$ cat src/rtl/shift_add_mult_pkg.sv
// Shared definitions for the sequential shift-add multiplier: FSM state type,
// default operand width and the iteration-counter width helper.
package shift_add_mult_pkg;

  localparam int DEFAULT_WIDTH = 8;

  typedef enum logic [1:0] {
    IDLE = 2'd0,
    RUN  = 2'd1,
    DONE = 2'd2
  } state_t;

  // The counter must hold WIDTH itself, since it steps once more on the last iteration.
  function automatic int cnt_width(input int width);
    return $clog2(width + 1);
  endfunction

endpackage

$ cat src/rtl/shift_add_mult_seq_add_stage.sv
// WIDTH+1-bit conditional adder: adds the operand into the accumulator high half
// when enabled, keeping the carry-out as the top bit of the sum.
module add_stage #(
  parameter int WIDTH = 8
) (
  input  logic [WIDTH-1:0] i_op,
  input  logic [WIDTH-1:0] i_acc_hi,
  input  logic             i_en,
  output logic [WIDTH:0]   o_sum
);

  logic [WIDTH:0] w_addend;

  assign w_addend = i_en ? {1'b0, i_op} : '0;
  assign o_sum    = {1'b0, i_acc_hi} + w_addend;

endmodule

$ cat src/rtl/shift_add_mult_seq.sv
// Sequential shift-add multiplier: one conditional add-and-shift per cycle, WIDTH+1
// cycles from accepted start to done. Optional signed mode: SHIFT_ADD_MULT_SIGNED_EN.
//
// Handshake: start is sampled only while busy=0; a, b (and sgn) are captured on
// that edge. done pulses for one cycle with product valid; product then holds.
module shift_add_mult_seq
  import shift_add_mult_pkg::*;
#(
  parameter int WIDTH = DEFAULT_WIDTH
) (
  input  logic               clk,
  input  logic               rst,
  input  logic               start,
  input  logic [WIDTH-1:0]   a,
  input  logic [WIDTH-1:0]   b,
`ifdef SHIFT_ADD_MULT_SIGNED_EN
  input  logic               sgn,
`endif
  output logic               busy,
  output logic               done,
  output logic [2*WIDTH-1:0] product,
  output state_t             o_dbg_state
);

  localparam int CNT_W = cnt_width(WIDTH);

  state_t               r_state;
  state_t               w_state_next;
  logic [WIDTH-1:0]     r_mcand;
  logic [WIDTH-1:0]     r_mplier;
  logic [2*WIDTH-1:0]   r_acc;
  logic [CNT_W-1:0]     r_cnt;
  logic                 r_neg;
  logic                 w_accept;
  logic                 w_last;
  logic [WIDTH:0]       w_sum;
  logic [2*WIDTH-1:0]   w_acc_next;
  logic [2*WIDTH-1:0]   w_result;
  logic [WIDTH-1:0]     w_a_mag;
  logic [WIDTH-1:0]     w_b_mag;
  logic                 w_neg_in;

`ifdef SHIFT_ADD_MULT_SIGNED_EN
  // Magnitudes are multiplied unsigned; -2^(WIDTH-1) maps onto itself as an unsigned value.
  assign w_a_mag  = (sgn && a[WIDTH-1]) ? -a : a;
  assign w_b_mag  = (sgn && b[WIDTH-1]) ? -b : b;
  assign w_neg_in = sgn & (a[WIDTH-1] ^ b[WIDTH-1]);
`else
  assign w_a_mag  = a;
  assign w_b_mag  = b;
  assign w_neg_in = 1'b0;
`endif

  add_stage #(.WIDTH(WIDTH)) u_add_stage (
    .i_op     (r_mcand),
    .i_acc_hi (r_acc[2*WIDTH-1:WIDTH]),
    .i_en     (r_mplier[0]),
    .o_sum    (w_sum)
  );

  // Shift {carry, sum, low half} right by one; the carry lands in the top bit.
  assign w_acc_next = {w_sum, r_acc[WIDTH-1:1]};
  assign w_result   = r_neg ? -w_acc_next : w_acc_next;

  always_ff @(posedge clk) begin
    if (rst) begin
      r_state <= IDLE;
    end else begin
      r_state <= w_state_next;
    end
  end

  always_comb begin
    w_state_next = r_state;
    w_accept     = 1'b0;
    w_last       = 1'b0;
    case (r_state)
      IDLE: begin
        if (start) begin
          w_accept     = 1'b1;
          w_state_next = RUN;
        end
      end
      RUN: begin
        if (r_cnt == CNT_W'(WIDTH - 1)) begin
          w_last       = 1'b1;
          w_state_next = DONE;
        end
      end
      DONE:    w_state_next = IDLE;
      default: w_state_next = IDLE;
    endcase
  end

  always_ff @(posedge clk) begin
    if (rst) begin
      r_mcand  <= '0;
      r_mplier <= '0;
      r_acc    <= '0;
      r_cnt    <= '0;
      r_neg    <= 1'b0;
      product  <= '0;
    end else if (w_accept) begin
      r_mcand  <= w_a_mag;
      r_mplier <= w_b_mag;
      r_acc    <= '0;
      r_cnt    <= '0;
      r_neg    <= w_neg_in;
    end else if (r_state == RUN) begin
      r_acc    <= w_acc_next;
      r_mplier <= r_mplier >> 1;
      r_cnt    <= r_cnt + CNT_W'(1);
      if (w_last) begin
        product <= w_result;
      end
    end
  end

  assign busy        = (r_state != IDLE);
  assign done        = (r_state == DONE);
  assign o_dbg_state = r_state;

endmodule

$ cat config.mk
export PLATFORM = sky130hd
export DESIGN_NAME = shift_add_mult_seq
export DESIGN_NICKNAME = d
export VERILOG_FILES = /design/src/rtl/shift_add_mult_pkg.sv /design/src/rtl/shift_add_mult_seq_add_stage.sv /design/src/rtl/shift_add_mult_seq.sv
export SDC_FILE = /design/constraint.sdc
export NUM_CORES = 1
export LEC_CHECK = 0
export ABC_AREA = 1
export CAP_MARGIN = 5
export CORE_UTILIZATION = 50
export CTS_BUF_LIST = sky130_fd_sc_hd__clkbuf_4 sky130_fd_sc_hd__clkbuf_8
export DETAILED_ROUTE_END_ITERATION = 7
export PLACE_DENSITY = 0.86
export SYNTH_ARGS = -nofsm -noshare
export SYNTH_HDL_FRONTEND = slang
export SYNTH_HIERARCHICAL = 1
export SYNTH_SLANG_ARGS = --single-unit
export TNS_END_PERCENT = 1
$ cat constraint.sdc
create_clock -name clk -period 1.7 [get_ports clk]
set_input_delay 0.51 -clock clk [delete_from_list [all_inputs] [get_ports clk]]
set_output_delay 0.51 -clock clk [all_outputs]
set_load 0.005 [all_outputs]
; ---- Yosys cells after proc, flatten, opt, wreduce, memory -nomap -nowiden
; Index checks and enable logic that the tools add are counted.
[word_totals]
regBits = 54
inputBits = 19
word_cells = 30
[classes]
addsub = 2
n_eq_ne = 5
n_mux = 10
bitwise = 1
reduce_logical = 6
[op_table]
columns = op, n
row1 = $mux 8, 3
row2 = $add 8x9->9, 1
row3 = $add 4x1->4 const B, 1
row4 = $eq 4x3->1 const B, 1
row5 = $mux 1, 4
row6 = $mux 2, 2
row7 = $ne 2x2->1 const B, 2
row8 = $pmux 2 s2, 1
row9 = $reduce_bool 2->1, 2
row10 = $reduce_and 3->1, 1
row11 = $eq 2x1->1 const B, 1
row12 = $eq 2x2->1 const B, 1
row13 = $logic_not 2->1, 1
row14 = $reduce_and 2->1, 1
row15 = $reduce_or 2->1, 1
row16 = $not 1->1, 1

; ---- Logic depth before layout (Yosys ltp)
; Gate-level depths: netlist (run 1).
[logic_depth]
depth_word = 4
mapped_depth = 13
depth_no_buf = 12

; ---- Hierarchy
; The synthesis (run 1) kept the hierarchy.
[by_module_without_submodules]
columns = mod, n_inst, cells_each, area_per_inst_um2
row1 = shift_add_mult_seq, 1, 275, 2149.6
row2 = add_stage, 1, 76, 440.4

; ---- Worst setup path before layout (run 1)
; No wires, ideal clock.
[synth_path]
kind = reg2reg
from = register r_mplier[0]
to = register product[15]
setup_time_ns = 0.113
t_arrival_ns = 1.648
t_required_ns = 1.587
slack_ns = -0.060
stages_incl_launch_ff = 14
n_path_buf = 1
synth_period_minus_slack_ns = 1.760
cell_sequence = dfxtp_1 > clkbuf_1 > nand2_1 > inv_1 > ha_1 > fa_1 > nand2_1 > nand2_1 > nand3b_4 > nand2_1 > nand2_1 > nand2_1 > nand3_1 > nand2_1
[synth_between]
elab_chain_cells = 2
[synth_lines]
columns = item, line_no
row1 = "start, declared", shift_add_mult_seq.sv:30  ; logic [WIDTH-1:0] r_mplier;
row2 = "start signal, assigned", shift_add_mult_seq.sv:105  ; r_mplier <= w_b_mag;
row3 = "start signal, assigned", shift_add_mult_seq.sv:111  ; r_mplier <= r_mplier >> 1;
row4 = $mux 8, shift_add_mult_seq_add_stage.sv:14  ; assign w_addend = i_en ? {1'b0, i_op} : '0;
row5 = $add 8x9->9, shift_add_mult_seq_add_stage.sv:15  ; assign o_sum = {1'b0, i_acc_hi} + w_addend;
row6 = via w_sum[8], shift_add_mult_seq.sv:36  ; logic [WIDTH:0] w_sum;
row7 = "end signal, assigned", shift_add_mult_seq.sv:114  ; product <= w_result;
row8 = "end, declared", shift_add_mult_seq.sv:21  ; output logic [2*WIDTH-1:0] product,
; The timed path passes the listed nets, and every way through them passes these cells.
; A chain may end at the register's enable or synchronous reset.

; ---- Worst setup path after layout (run 1)
[layout_path]
from = register r_mcand[0]
to = register product[15]
[layout_between]
elab_chain_cells = 2
[layout_lines]
columns = item, line_no
row1 = "start, declared", shift_add_mult_seq.sv:29  ; logic [WIDTH-1:0] r_mcand;
row2 = "start signal, assigned", shift_add_mult_seq.sv:104  ; r_mcand <= w_a_mag;
row3 = $mux 8, shift_add_mult_seq_add_stage.sv:14
row4 = $add 8x9->9, shift_add_mult_seq_add_stage.sv:15
row5 = via w_sum[8], shift_add_mult_seq.sv:36
; The timed path passes the listed nets, and every way through them passes these cells.

==> results of run 1 <==
[what timing repair did]
action	CTS	global route
pin swaps	0	8
endpoints found under the hold margin	0	0
setup endpoints to repair	15	25
gates resized for setup	14	37
buffers inserted	0	1
[through the flow]
step	cell area, sq um	power, uW	instances	utilization
detailed placement	3115	1609	461	0.6426
finish	3395	2456	470	0.7001
floorplan	2594	1493	351	-
global placement	3115	1598	461	0.6426
global route	3395	2552	470	0.7001
CTS	3253	2447	469	0.6710
[critical path: stages (launching register included)]
cell      delay [ns]
dfxtp_2         0.34
nand2_2         0.07
inv_2           0.04
ha_4            0.16
fa_2            0.38
nand2_2         0.08
nand2_2         0.07
nand3b_4        0.10
nand2_4         0.05
nand2_2         0.08
nand2_2         0.08
nand3_2         0.09
nand2_1         0.05
[registers in the layout, indices dropped and copies added (netlist names)]
register     cells
product         16
r_acc           15
r_mplier         8
r_cnt            4
o_dbg_state      2
r_mcand          8
[logic make-up after synthesis]
kind of cell    Yosys count  synth area share
compound gates           36           0.07102
xor+xnor                  4           0.01353
fa+ha+maj                10           0.05121
buf+inv                  46           0.08115
flops                    53            0.4097
simple gates            202            0.3734
[cell usage in the layout (no fill, tap or decap), types with 2 or more instances in the layout]
cell / synthesis / final
inv_2: 3 / 5
dlygate4sd2_1: 0 / 5
ha_4: 0 / 6
dfxtp_2: 0 / 14
nand2_2: 5 / 12
xor2_1: 2 / 2
dfxtp_1: 53 / 38
o21ai_0: 8 / 8
a21oi_1: 27 / 22
ha_1: 9 / 3
nand3_2: 10 / 11
nor2_2: 3 / 3
a21oi_2: 0 / 5
buf_4: 1 / 21
clkdlybuf4s50_1: 0 / 29
dlymetal6s2s_1: 0 / 4
nand3_1: 38 / 37
inv_1: 26 / 24
or2_4: 2 / 2
nand2_1: 109 / 101
clkbuf_8: 0 / 5
nor2_1: 29 / 29
[how the worst max path moves through the flow]
stage,slack [ns],endpoint,start
global route,-0.08,r_acc[11]$_SDFFE_PP0N_,r_mcand[0]$_SDFFE_PP0P_
floorplan,0.02,product[15]$_SDFFE_PP0P_,r_mplier[0]$_SDFFE_PP0P_
detailed placement,-0.03,product[14]$_SDFFE_PP0P_,r_mplier[0]$_SDFFE_PP0P_
global placement,0.03,r_mplier[0]$_SDFFE_PP0P_,start
finish,0.02,product[15]$_SDFFE_PP0P_,r_mcand[0]$_SDFFE_PP0P_
CTS,0.0009,r_acc[12]$_SDFFE_PP0N_,r_mplier[0]$_SDFFE_PP0P_
[layout make-up]
class,instances,share of cell area
flip-flops and latches,53,0.3188
multi-input cells,252,0.4279
clock inverters,3,0.01364
repair buffers,59,0.1596
clock buffers,5,0.02027
well taps,67,0.02470
inverters,31,0.03502
[where the power goes]
part           leakage (uW)  internal, uW  switching [uW]
clock network     0.0000543           441             424
logic               0.00112           130             162
registers          0.000438          1280            23.9
[routing by layer]
metal  global-route usage  routed length, microns
met2               0.3818                    2991
met1               0.2793                    2666
met3              0.04607                     328
met5                    0                       0
met4              0.08120                      71
==> impl_metrics.py, run 1 <==
metrics = {
    "outcome": {
        "run_status": "finished, final reports clean",
    },
    "finish": {
        "fin_nets": 431,
        "antenna_cells": 0,
        "area_delta_synth_final_pct": 31.06,
        "post_route_cells_drive_above_1_share": 0.2432,
        "fillers": 397,
        "multi_input_area_sq_um": 1453,
        "final-seq-area_sq_um": 1082,
    },
    "min_path": {
        "hp-class": "flop to flop",
        "worstHoldPathCells": 2,
        "min_to": "product[11]$_SDFFE_PP0P_",
        "min-delay-start": "product[11]$_SDFFE_PP0P_",
    },
    "synthesis": {
        "yosysUniqueCellTypes": 30,
        "yosys.area.top_type": "dfxtp_1",
        "synth_top_area_frac": 0.4097,
        "synth_area_leaders": "dfxtp_1 41%, nand2_1 16%, nand3_1 7.3%, a21oi_1 5.2%, ha_1 4.3%",
        "ys.flop_type": "dfxtp_1",
        "synthCells": 351,
        "avgSynthCellArea_sq_um": 7.379,
        "syn-num-nets": 380,
        "syn_area_sq_um": 2590,
        "synth_most_common_cell": "nand2_1",
        "synth_edf_count": 0,
        "synth-async-reset-ratio": 0,
        "ys_ff_latch": 53,
        "seq_area_frac_synth": 0.4097,
        "yosysWarnings": 6,
        "synth.cells.most_frequent": "109 x nand2_1, 53 x dfxtp_1, 38 x nand3_1",
    },
    "worst_setup_path": {
        "end_kind": "flop",
        "r2r_slack_ns": 0.02,
        "criticalPathCategory": "flop to flop",
        "cp.required_ns": 1.92,
        "r2r_start": "r_mcand[0]$_SDFFE_PP0P_",
        "worstRegToRegCells": 12,
        "reg2reg_to": "product[15]$_SDFFE_PP0P_",
        "arrival_ns": 1.90,
        "crit_fanout": 2,
        "worstSetupStartpointType": "flop",
    },
    "sta": {
        "whs_ns": 0.4550,
        "setup_tns_ns": 0,
        "timing.slew.headroom": 0.7645,
        "setup_viol": 0,
        "fin_crit_ns": 1.677,
        "fmaxAchievable_mhz": 596.4,
        "setup_ws_ns": 0.02327,
        "layout_worst_path_cycle_share": 0.9863,
        "drv_slew": 0,
        "hold_viol": 0,
        "fin_worst_skew_ns": 0.01277,
        "worst_pin_slew_ns": 0.3532,
        "rsz0062_at_grt": "yes",
    },
    "global_routing": {
        "overflow": 0,
        "antenna_found_initial": 0,
        "grt_max_degree": 19,
        "grt_pass1_vias": 2139,
        "grt_pass1_wl_microns": 9432,
        "track_usage": 0.2238,
    },
    "place": {
        "io_buffers": 38,
        "place_ws_ns": -0.02613,
        "gp_routability_congestion": 0.8863,
        "post-dp-hpwl_microns": 4108,
    },
    "pwr": {
        "leakage_uw": 0.001611,
        "p_per_area_nw_per_um2": 723.4,
        "ir_drop_mv": 0.5079,
    },
    "routing": {
        "vias_per_cell": 5.155,
        "num_vias": 2423,
        "wl_per_cell_microns": 12.89,
        "final_antenna_net_count": 0,
        "drt-pass1-iter-count": 4,
        "drt_iter0_markers": 152,
        "wl_microns": 6057,
        "drc": 0,
    },
    "floorplanning": {
        "start_util": 0.5342,
        "fp.coreArea_sq_um": 4848,
        "row_count": 25,
        "die-area_sq_um": 5472,
        "die_w_microns": 73.97,
        "dieHeight_microns": 73.97,
        "num_io_pins": 39,
    },
    "clock_network": {
        "hold_buffers": 0,
        "cts_tree": "built",
        "cts_buffer_depth": 2,
        "cts_root_buffer": "clkbuf_8",
        "clk_latency_ns": 0.31,
        "cts_inserted_buffers": 5,
        "cts.clk_slew.worst_paths_ns": 0.10,
        "clock-sinks": 53,
        "h-tree-depth": 2,
    },
    "run": {
        "max_cap_viol_count": 0,
    },
}
(Power assumes the default switching activity.)
==> run 2: changes to the inputs <==
- SETUP_SLACK_MARGIN: default -> 0.1
==> run 2 against run 1 <==
- the run now ends with setup timing left
- combinational power is 4% lower
- sequential cell count stayed put
- largest cell class unchanged
- clock-buffer cell count is 2 higher
- sequential power hardly changed
- final area is 2.4% lower
- cell count is 1.1% lower
==> impl_metrics.py, run 2 (same netlist as run 1, synthesis figures left out) <==
metrics = {
    "clock_network": {
        "cts_tree": "built",
        "clk_latency_ns": 0.31,
        "cts_inserted_buffers": 5,
        "cts_root_buffer": "clkbuf_8",
        "hold_buffers": 0,
        "h-tree-depth": 2,
        "clock-sinks": 53,
        "cts.clk_slew.worst_paths_ns": 0.09,
        "cts_buffer_depth": 2,
    },
    "routing": {
        "drt-pass1-iter-count": 4,
        "drc": 0,
        "wl_per_cell_microns": 11.96,
        "final_antenna_net_count": 0,
        "num_vias": 2354,
        "drt_iter0_markers": 124,
        "vias_per_cell": 5.062,
        "wl_microns": 5563,
    },
    "finish": {
        "final-seq-area_sq_um": 1085,
        "largest_reg_flops": 16,
        "multi_input_area_sq_um": 1418,
        "layout_common_cells": "104 x nand2_1, 37 x nand3_1, 36 x dfxtp_1, 29 x nor2_1, 26 x a21oi_1",
        "largest-register": "product",
        "reg_top3": "product x16, r_acc x15",
        "post_route_cells_drive_above_1_share": 0.2236,
        "finalInstanceArea_sq_um": 3313,
        "final_common_cell": "nand2_1",
        "area_delta_synth_final_pct": 27.92,
        "fin_nets": 426,
        "fillers": 406,
        "fin_cells": 465,
        "fin_util": 0.6834,
        "antenna_cells": 0,
    },
    "global_routing": {
        "grt_max_degree": 40,
        "grt_pass1_wl_microns": 9204,
        "overflow": 0,
        "track_usage": 0.2188,
        "antenna_found_initial": 0,
        "grt_pass1_vias": 2186,
    },
    "pwr": {
        "p_per_area_nw_per_um2": 745.4,
        "ir_drop_mv": 0.4881,
        "leakage_uw": 0.001593,
    },
    "worst_setup_path": {
        "arrival_ns": 1.93,
        "crit_fanout": 8,
        "worstRegToRegCells": 12,
        "worstSetupStartpointType": "flop",
        "crit_path_max_incr_delay_ns": 0.38,
        "critPathCapture": "product[13]$_SDFFE_PP0P_",
        "reg2reg_to": "product[13]$_SDFFE_PP0P_",
        "cp.required_ns": 1.90,
        "r2r_start": "r_mplier[0]$_SDFFE_PP0P_",
        "end_kind": "flop",
        "crit_family": "simple AND/OR/NAND/NOR gates",
        "critPathLaunch": "r_mplier[0]$_SDFFE_PP0P_",
        "path_buf_inv": 1,
        "crit_path_top_delay_cell": "dfxtp_4",
        "r2r_slack_ns": -0.03,
        "criticalPathCategory": "flop to flop",
        "path_cells": "nand2_2 > inv_2 > ha_4 > fa_2 > nand2_2 > nand2_4 > nand3b_4 > nand2_2 > nand2_1 > nand2_1 > nand3_1 > nand2_1",
        "worst-path-stages": 12,
    },
    "sta": {
        "drv_slew": 0,
        "worst_pin_slew_ns": 0.3294,
        "setup_viol": 1,
        "layout_worst_path_cycle_share": 1.016,
        "hold_viol": 0,
        "fin_crit_ns": 1.728,
        "setup_tns_ns": -0.02768,
        "timing.slew.headroom": 0.7804,
        "setup_ws_ns": -0.02768,
        "fin_worst_skew_ns": 0.003848,
        "fmaxAchievable_mhz": 578.8,
        "rsz0062_at_grt": "yes",
    },
    "run": {
        "max_cap_viol_count": 0,
    },
    "floorplanning": {
        "num_io_pins": 39,
        "start_util": 0.5342,
        "die_w_microns": 73.97,
        "dieHeight_microns": 73.97,
        "die-area_sq_um": 5472,
        "fp.coreArea_sq_um": 4848,
        "row_count": 25,
    },
    "place": {
        "io_buffers": 38,
        "gp_routability_congestion": 0.9023,
        "dp_cells": 456,
        "post-dp-hpwl_microns": 3984,
        "placed_area_sq_um": 3098,
        "place_ws_ns": 0.006329,
    },
    "outcome": {
        "violations": "setup timing",
        "run_status": "complete, but fails checks",
    },
    "min_path": {
        "hp-class": "flop to flop",
    },
}
==> run 2: changes by cell type in the layout (fill, tap and decap cells not counted), moves of 4 or more <==
cell	delta
dlygate4sd2_1	+15
buf_4	-6
a21oi_1	+4
clkdlybuf4s50_1	-11
a21oi_2	-4
dlymetal6s2s_1	-4
==> run 2: worst reg2reg max path, cell delays in order (launching register included) <==
cell and delay [ns]:
dfxtp_4 0.38, nand2_2 0.07, inv_2 0.04, ha_4 0.16, fa_2 0.37, nand2_2 0.10, nand2_4 0.06, nand3b_4 0.08
nand2_2 0.05, nand2_1 0.08, nand2_1 0.09, nand3_1 0.10, nand2_1 0.06
==> run 2: power breakdown <==
part           internal [uW]  switching, uW  leakage, uW
combinational            125            154      0.00109
sequential              1280           23.3     0.000439
clock                    496            396    0.0000619
==> run 2: worst min path at each step <==
stage	slack [ns]	from	to	cells after the start
floorplan	0.44	r_acc[1]$_SDFFE_PP0N_	r_acc[1]$_SDFFE_PP0N_	2
detailed placement	0.45	product[10]$_SDFFE_PP0P_	product[10]$_SDFFE_PP0P_	2
global route	0.48	product[9]$_SDFFE_PP0P_	product[9]$_SDFFE_PP0P_	2
finish	0.45	product[10]$_SDFFE_PP0P_	product[10]$_SDFFE_PP0P_	2
global placement	0.45	product[7]$_SDFFE_PP0P_	product[7]$_SDFFE_PP0P_	2
CTS	0.46	product[10]$_SDFFE_PP0P_	product[10]$_SDFFE_PP0P_	2
==> run 2: what timing repair did <==
item | in CTS | in global routing
setup endpoints to repair | 33 | 15
setup buffers | 0 | 1
gates resized for setup | 47 | 8
pin swaps | 13 | 11
==> run 2: stage by stage <==
step / hold WS [ns] / total power [uW]
2_1_floorplan: 0.4442 / 1496
3_3_place_gp: 0.4464 / 1592
4_1_cts: 0.4558 / 2481
3_5_place_dp: 0.4538 / 1601
6_report: 0.4508 / 2470
5_1_grt: 0.4755 / 2573
==> run 2: per-layer routing <==
metal / vias up / track usage / part of all wire
met2: 56 / 0.3980 / 0.50
met3: 10 / 0.05149 / 0.040
met4: 0 / 0.06838 / 0.015
met5: - / 0 / 0
met1: 1086 / 0.2525 / 0.44
li1: 1202 / - / -
==> run 2: layout make-up <==
cell class	count	area share
tap	67	0.02530
multi-input combinational	252	0.4279
inverter	31	0.03588
timing repair buffer	54	0.1473
clock buffer	7	0.02719
sequential	53	0.3274
clock inverter	1	0.009063
==> run 3: changes to the inputs <==
- RECOVER_POWER: default -> 50
- SLEW_MARGIN: default -> 10
==> run 3 against run 2 <==
- the run still ends with setup timing left
- total power down 0.42%
- hold slack barely moved
- wire length hardly changed
- combinational power fell by 2%
- clock-buffer cell count is the same
- sequential power about the same
- final area fell by 0.45%
- core utilization fell by 0.31 points
- sequential cell count unchanged
- via count grew 0.17%
- cell count unchanged
- sequential share of layout area up 0.15 points
- critical endpoint unchanged
- largest power group unchanged
==> impl_metrics.py, run 3 (same netlist as run 1, synthesis figures left out) <==
metrics = {
    "sta": {
        "drv_slew": 0,
        "layout_worst_path_cycle_share": 1.010,
        "hold_viol": 0,
        "worst_pin_slew_ns": 0.5151,
        "fin_worst_skew_ns": 0.003199,
        "whs_ns": 0.4509,
        "setup_viol": 1,
        "fmaxAchievable_mhz": 582.3,
        "rsz0062_at_grt": "yes",
        "fin_crit_ns": 1.717,
        "timing.slew.headroom": 0.6543,
        "setup_ws_ns": -0.01726,
        "setup_tns_ns": -0.01726,
    },
    "worst_setup_path": {
        "crit_family": "simple AND/OR/NAND/NOR gates",
        "worstSetupStartpointType": "flop",
        "r2r_start": "r_mplier[0]$_SDFFE_PP0P_",
        "cp.required_ns": 1.90,
        "crit_path_max_incr_delay_ns": 0.38,
        "path_cells": "nand2_2 > inv_2 > ha_4 > fa_2 > nand2_2 > nand2_4 > nand3b_4 > nand2_2 > nand2_1 > nand2_1 > nand3_1 > nand2_1",
        "arrival_ns": 1.92,
        "path_buf_inv": 1,
        "end_kind": "flop",
        "worstRegToRegCells": 12,
        "crit_fanout": 8,
        "crit_path_top_delay_cell": "dfxtp_4",
        "reg2reg_to": "product[13]$_SDFFE_PP0P_",
        "r2r_slack_ns": -0.02,
        "criticalPathCategory": "flop to flop",
    },
    "global_routing": {
        "antenna_found_initial": 0,
        "track_usage": 0.2188,
        "grt_pass1_vias": 2186,
        "overflow": 0,
        "grt_pass1_wl_microns": 9204,
        "grt_max_degree": 40,
    },
    "place": {
        "dp_cells": 456,
        "post-dp-hpwl_microns": 3984,
        "gp_routability_congestion": 0.9023,
        "io_buffers": 38,
    },
    "pwr": {
        "clock_power_share": 0.361,
        "p_int_uw": 1891,
        "combPwrFrac": 0.111,
        "p_per_area_nw_per_um2": 745.6,
        "seqPwrFrac": 0.528,
        "p_sw_frac": 0.2309,
        "ir_drop_mv": 0.4893,
        "leakage_uw": 0.001587,
        "p_sw_uw": 567.8,
        "finalPower_uw": 2459,
    },
    "finish": {
        "fin_nets": 426,
        "largest_reg_flops": 16,
        "antenna_cells": 0,
        "area_delta_synth_final_pct": 27.34,
        "largest-register": "product",
        "fin_cells": 465,
        "final_common_cell": "nand2_1",
        "fin_util": 0.6803,
        "post_route_cells_drive_above_1_share": 0.2161,
        "reg_top3": "product x16, r_acc x15",
        "layout_common_cells": "105 x nand2_1, 37 x nand3_1, 36 x dfxtp_1, 29 x nor2_1, 26 x a21oi_1",
    },
    "run": {
        "max_cap_viol_count": 0,
    },
    "floorplanning": {
        "fp.coreArea_sq_um": 4848,
        "die-area_sq_um": 5472,
        "start_util": 0.5342,
        "row_count": 25,
        "die_w_microns": 73.97,
        "dieHeight_microns": 73.97,
        "num_io_pins": 39,
    },
    "clock_network": {
        "cts.clk_slew.worst_paths_ns": 0.09,
        "clock-sinks": 53,
        "hold_buffers": 0,
        "h-tree-depth": 2,
        "cts_buffer_depth": 2,
        "cts_inserted_buffers": 5,
        "cts_tree": "built",
        "clk_latency_ns": 0.30,
        "cts_root_buffer": "clkbuf_8",
    },
    "outcome": {
        "run_status": "complete, but fails checks",
        "violations": "setup timing",
    },
    "min_path": {
        "min_to": "product[10]$_SDFFE_PP0P_",
        "min-delay-start": "product[10]$_SDFFE_PP0P_",
        "worstHoldPathCells": 2,
        "hp-class": "flop to flop",
    },
    "routing": {
        "drc": 0,
        "drt-pass1-iter-count": 4,
        "final_antenna_net_count": 0,
        "drt_iter0_markers": 133,
        "wl_microns": 5561,
        "num_vias": 2358,
        "vias_per_cell": 5.071,
        "wl_per_cell_microns": 11.96,
    },
}
## run 3: changes by cell type in the layout (fill, tap and decap cells not counted)
cell / delta
nand2_1: +1
o21ai_2: -1
buf_4: -3
nand2_2: -1
o21ai_1: +1
clkbuf_1: +1
clkbuf_2: +2
## run 3: cell type report
type                       count  area [sq um]
sequential                    53          1085
timing repair buffer          54         479.2
fill                         412          1550
clock buffer                   7         90.09
multi-input combinational    252          1411
clock inverter                 1         30.03
inverter                      31         118.9
tap                           67         83.83
## run 3: routing by layer
metal / GRT usage / wire [microns] / vias to the layer above
li1: - / - / 1206
met2: 0.3980 / 2781 / 59
met1: 0.2525 / 2482 / 1081
met3: 0.05149 / 210 / 12
met4: 0.06838 / 87 / 0
met5: 0 / 0 / -
## run 3: how the worst max path moves through the flow
| stage | startpoint | endpoint | slack, ns | cells past startpoint |
|---|---|---|---|---|
| global placement | start | r_mcand[2]$_SDFFE_PP0P_ | 0.04 | 5 |
| floorplan | r_mplier[0]$_SDFFE_PP0P_ | product[15]$_SDFFE_PP0P_ | 0.06 | 13 |
| detailed placement | start | r_mcand[6]$_SDFFE_PP0P_ | 0.006 | 5 |
| global route | r_mplier[0]$_SDFFE_PP0P_ | product[13]$_SDFFE_PP0P_ | -0.08 | 12 |
| CTS | r_mplier[0]$_SDFFE_PP0P_ | product[13]$_SDFFE_PP0P_ | 0.05 | 12 |
| finish | r_mplier[0]$_SDFFE_PP0P_ | product[13]$_SDFFE_PP0P_ | -0.02 | 12 |
## run 3: worst reg2reg max path, cell delays in order, from the launching register on
cell and delay, ns:
dfxtp_4 0.38, nand2_2 0.07, inv_2 0.04, ha_4 0.16, fa_2 0.37, nand2_2 0.10, nand2_4 0.06, nand3b_4 0.08
nand2_2 0.05, nand2_1 0.07, nand2_1 0.08, nand3_1 0.10, nand2_1 0.06
## run 3: timing repair
item	in CTS	in global routing
resized for setup	47	8
buffers inserted	0	1
setup endpoints to repair	33	15
pin swaps	13	11
## run 3: metrics by stage
| step | cell area [sq um] | setup WS [ns] |
|---|---|---|
| 5_1_grt | 3298 | -0.08211 |
| 3_3_place_gp | 3098 | 0.04367 |
| 4_1_cts | 3276 | 0.05141 |
| 3_5_place_dp | 3098 | 0.006329 |
| 2_1_floorplan | 2610 | 0.05728 |
| 6_report | 3298 | -0.01726 |
## run 3: power by group through the flow
stage	clock network [uW]	registers (uW)	logic, uW
2_1_floorplan	0	1320	175
3_3_place_gp	0	1330	267
3_5_place_dp	0	1330	274
4_1_cts	907	1300	276
5_1_grt	959	1300	304
6_report	887	1300	273
==> RTL edit (flow settings as in run 3) <==
`DEFAULT_WIDTH`: 8 -> 7.
--- a/src/rtl/shift_add_mult_pkg.sv
+++ b/src/rtl/shift_add_mult_pkg.sv
@@ -2,7 +2,7 @@
 // default operand width and the iteration-counter width helper.
 package shift_add_mult_pkg;
 
-  localparam int DEFAULT_WIDTH = 8;
+  localparam int DEFAULT_WIDTH = 7;
 
   typedef enum logic [1:0] {
     IDLE = 2'd0,
Ports: changed (resized a, b and product); port bits go from 39 to 35. The function was not compared with the original's and may differ.
==> RTL edit against run 3 <==
Wire length fell by 4.6%; the run still ends with negative setup slack left; combinational power is 11% lower; final area fell by 13%; sequential cell count decreased by 7; setup slack lost 0.031 ns; synthesized cell count fell by 13%; largest cell class unchanged; synthesized area decreased by 16%; highest routed layer unchanged; final cell count shrank 14%; power down 11%; critical endpoint is now product[10]$_SDFFE_PP0P_; clock skew up 0.0065 ns.
==> RTL edit: results (changes against run 3) <==
| Metric | Value |
|---|---|
| Status | `complete, but fails checks` |
| Failing checks | `negative setup slack` |
| Area Overhead vs Synth | `32.56%` |
| Cell area after layout | `0.002873 mm2 (-13%)` |
| Buffers excl. clock | `50 (-7.4%)` |
| Comb_multi_in | `215 (-15%)` |
| Hold Path Origin | `r_mplier[1]$_SDFFE_PP0P_` |
| Setup violators final | `3 (+2)` |
| CLK BUF | `6 (-1)` |
| Routed WL | `5.304 mm (-4.6%)` |
| VDD IR-drop max | `640.6 uV (+31%)` |
| Arrival time worst endpoint | `2.00 ns (+0.08 ns)` |
| Nets | `378 (-11%)` |
| Switching Share | `24.14% (+1.1 points)` |
| Worst Clk Skew | `0.009673 ns (+0.006474 ns)` |
| HPWL after DPL | `3.414 mm (-14%)` |
| Final worst-path setup slack | `-0.04781 ns (-0.03054 ns)` |
| Inverter count | `33 (+6.5%)` |
| Sequential element share of the synthesized area | `42.49% (+1.5 points)` |
| Buffering overhead | `15.33% (+0.80 points)` |
| Syn_nets | `333 (-12%)` |
| Sequential cells | `46 (-13%)` |
| Pin count of the biggest net entering global routing | `21 (-48%)` |
| Vias in the first global route | `1,992 (-8.9%)` |
| WHS Endpoint | `r_mplier[1]$_SDFFE_PP0P_` |
| GR Util All Layers | `24.53% (+2.7 points)` |
| 1st-iter DRT viols | `118 (-11%)` |
| # fillers | `318 (-23%)` |
| Top cells by count, synth | `104 x nand2_1, 46 x dfxtp_1, 30 x inv_1` |
| CP peak stage delay | `0.33 ns (-0.05 ns)` |
| Top Registers | `product x14, r_acc x13` |
| Maximum fanout along the worst path | `7 (-1)` |
| Area after DPL | `0.002625 mm2 (-15%)` |
| Vias/cell | `5.234 (+3.2%)` |
| Crit-path slowest cell | `dfxtp_2` |
| Clock power frac | `37.8% (+1.7 points)` |
| Mapped Cells | `306 (-13%)` |
| Largest cells by area after synthesis | `dfxtp_1 42%, nand2_1 18%, nand3_1 6.0%, a21oi_1 5.3%, ha_1 5.2%` |
| Cells after DPL | `393 (-14%)` |
| Fraction of layout cells with a size suffix above 1 | `19.89% (-1.7 points)` |
| Area occupied by registers | `947.2 um2 (-13%)` |
| Post-synth cell types | `23 (-23%)` |
| Sequential power | `0.00113 W (-13%)` |
| Hold slack | `0.4680 ns (+0.01713 ns)` |
| FF-to-FF path depth | `11 (-1)` |
| Multi-input logic area | `0.001185 mm2 (-16%)` |
| Internal power | `0.001669 W (-12%)` |
| Gpl congestion | `0.8676 (-3.8%)` |
| Setup TNS | `-0.09314 ns (-0.07588 ns)` |
| Slew @ Worst Pin | `0.3605 ns (-0.1546 ns)` |
| Cts repair resizes | `41 (-13%)` |
| Via count | `2,104 (-11%)` |
| Clock network area share | `3.963% (+0.32 points)` |
| Leak Pwr | `1.386 nW (-13%)` |
| Setup crit end | `product[10]$_SDFFE_PP0P_` |
==> RTL edit: cell count changes in the layout (fill, tap and decap cells not counted), sizes merged, moves of 3 or more <==
cell,run 3,this run
nand3,48,29
nand2,115,107
dfxtp,53,46
nor2,34,29
a21oi,27,23
dlygate4sd2,20,16
clkdlybuf4s50,18,15
==> RTL edit: logic make-up (layout without fill, tap and decap cells) <==
kind of cell	after synthesis	count (layout)	synth area share, %
buffers and inverters	45	91	9.122
AOI/OAI and AO/OA	33	33	7.621
adders and majority gates	10	10	6.120
and+or+nand+nor	169	169	33.43
xor gates and xnor gates	3	3	1.213
DFF	46	46	42.49
==> RTL edit: routing by layer <==
| metal | vias to the layer above | global-route usage, % | share of wire, % |
|---|---|---|---|
| li1 | 1047 | - | - |
| met1 | 985 | 26.41 | 41 |
| met2 | 66 | 44.18 | 53 |
| met3 | 6 | 6.000 | 4.4 |
| met4 | 0 | 12.50 | 1.7 |
| met5 | - | 0 | 0 |
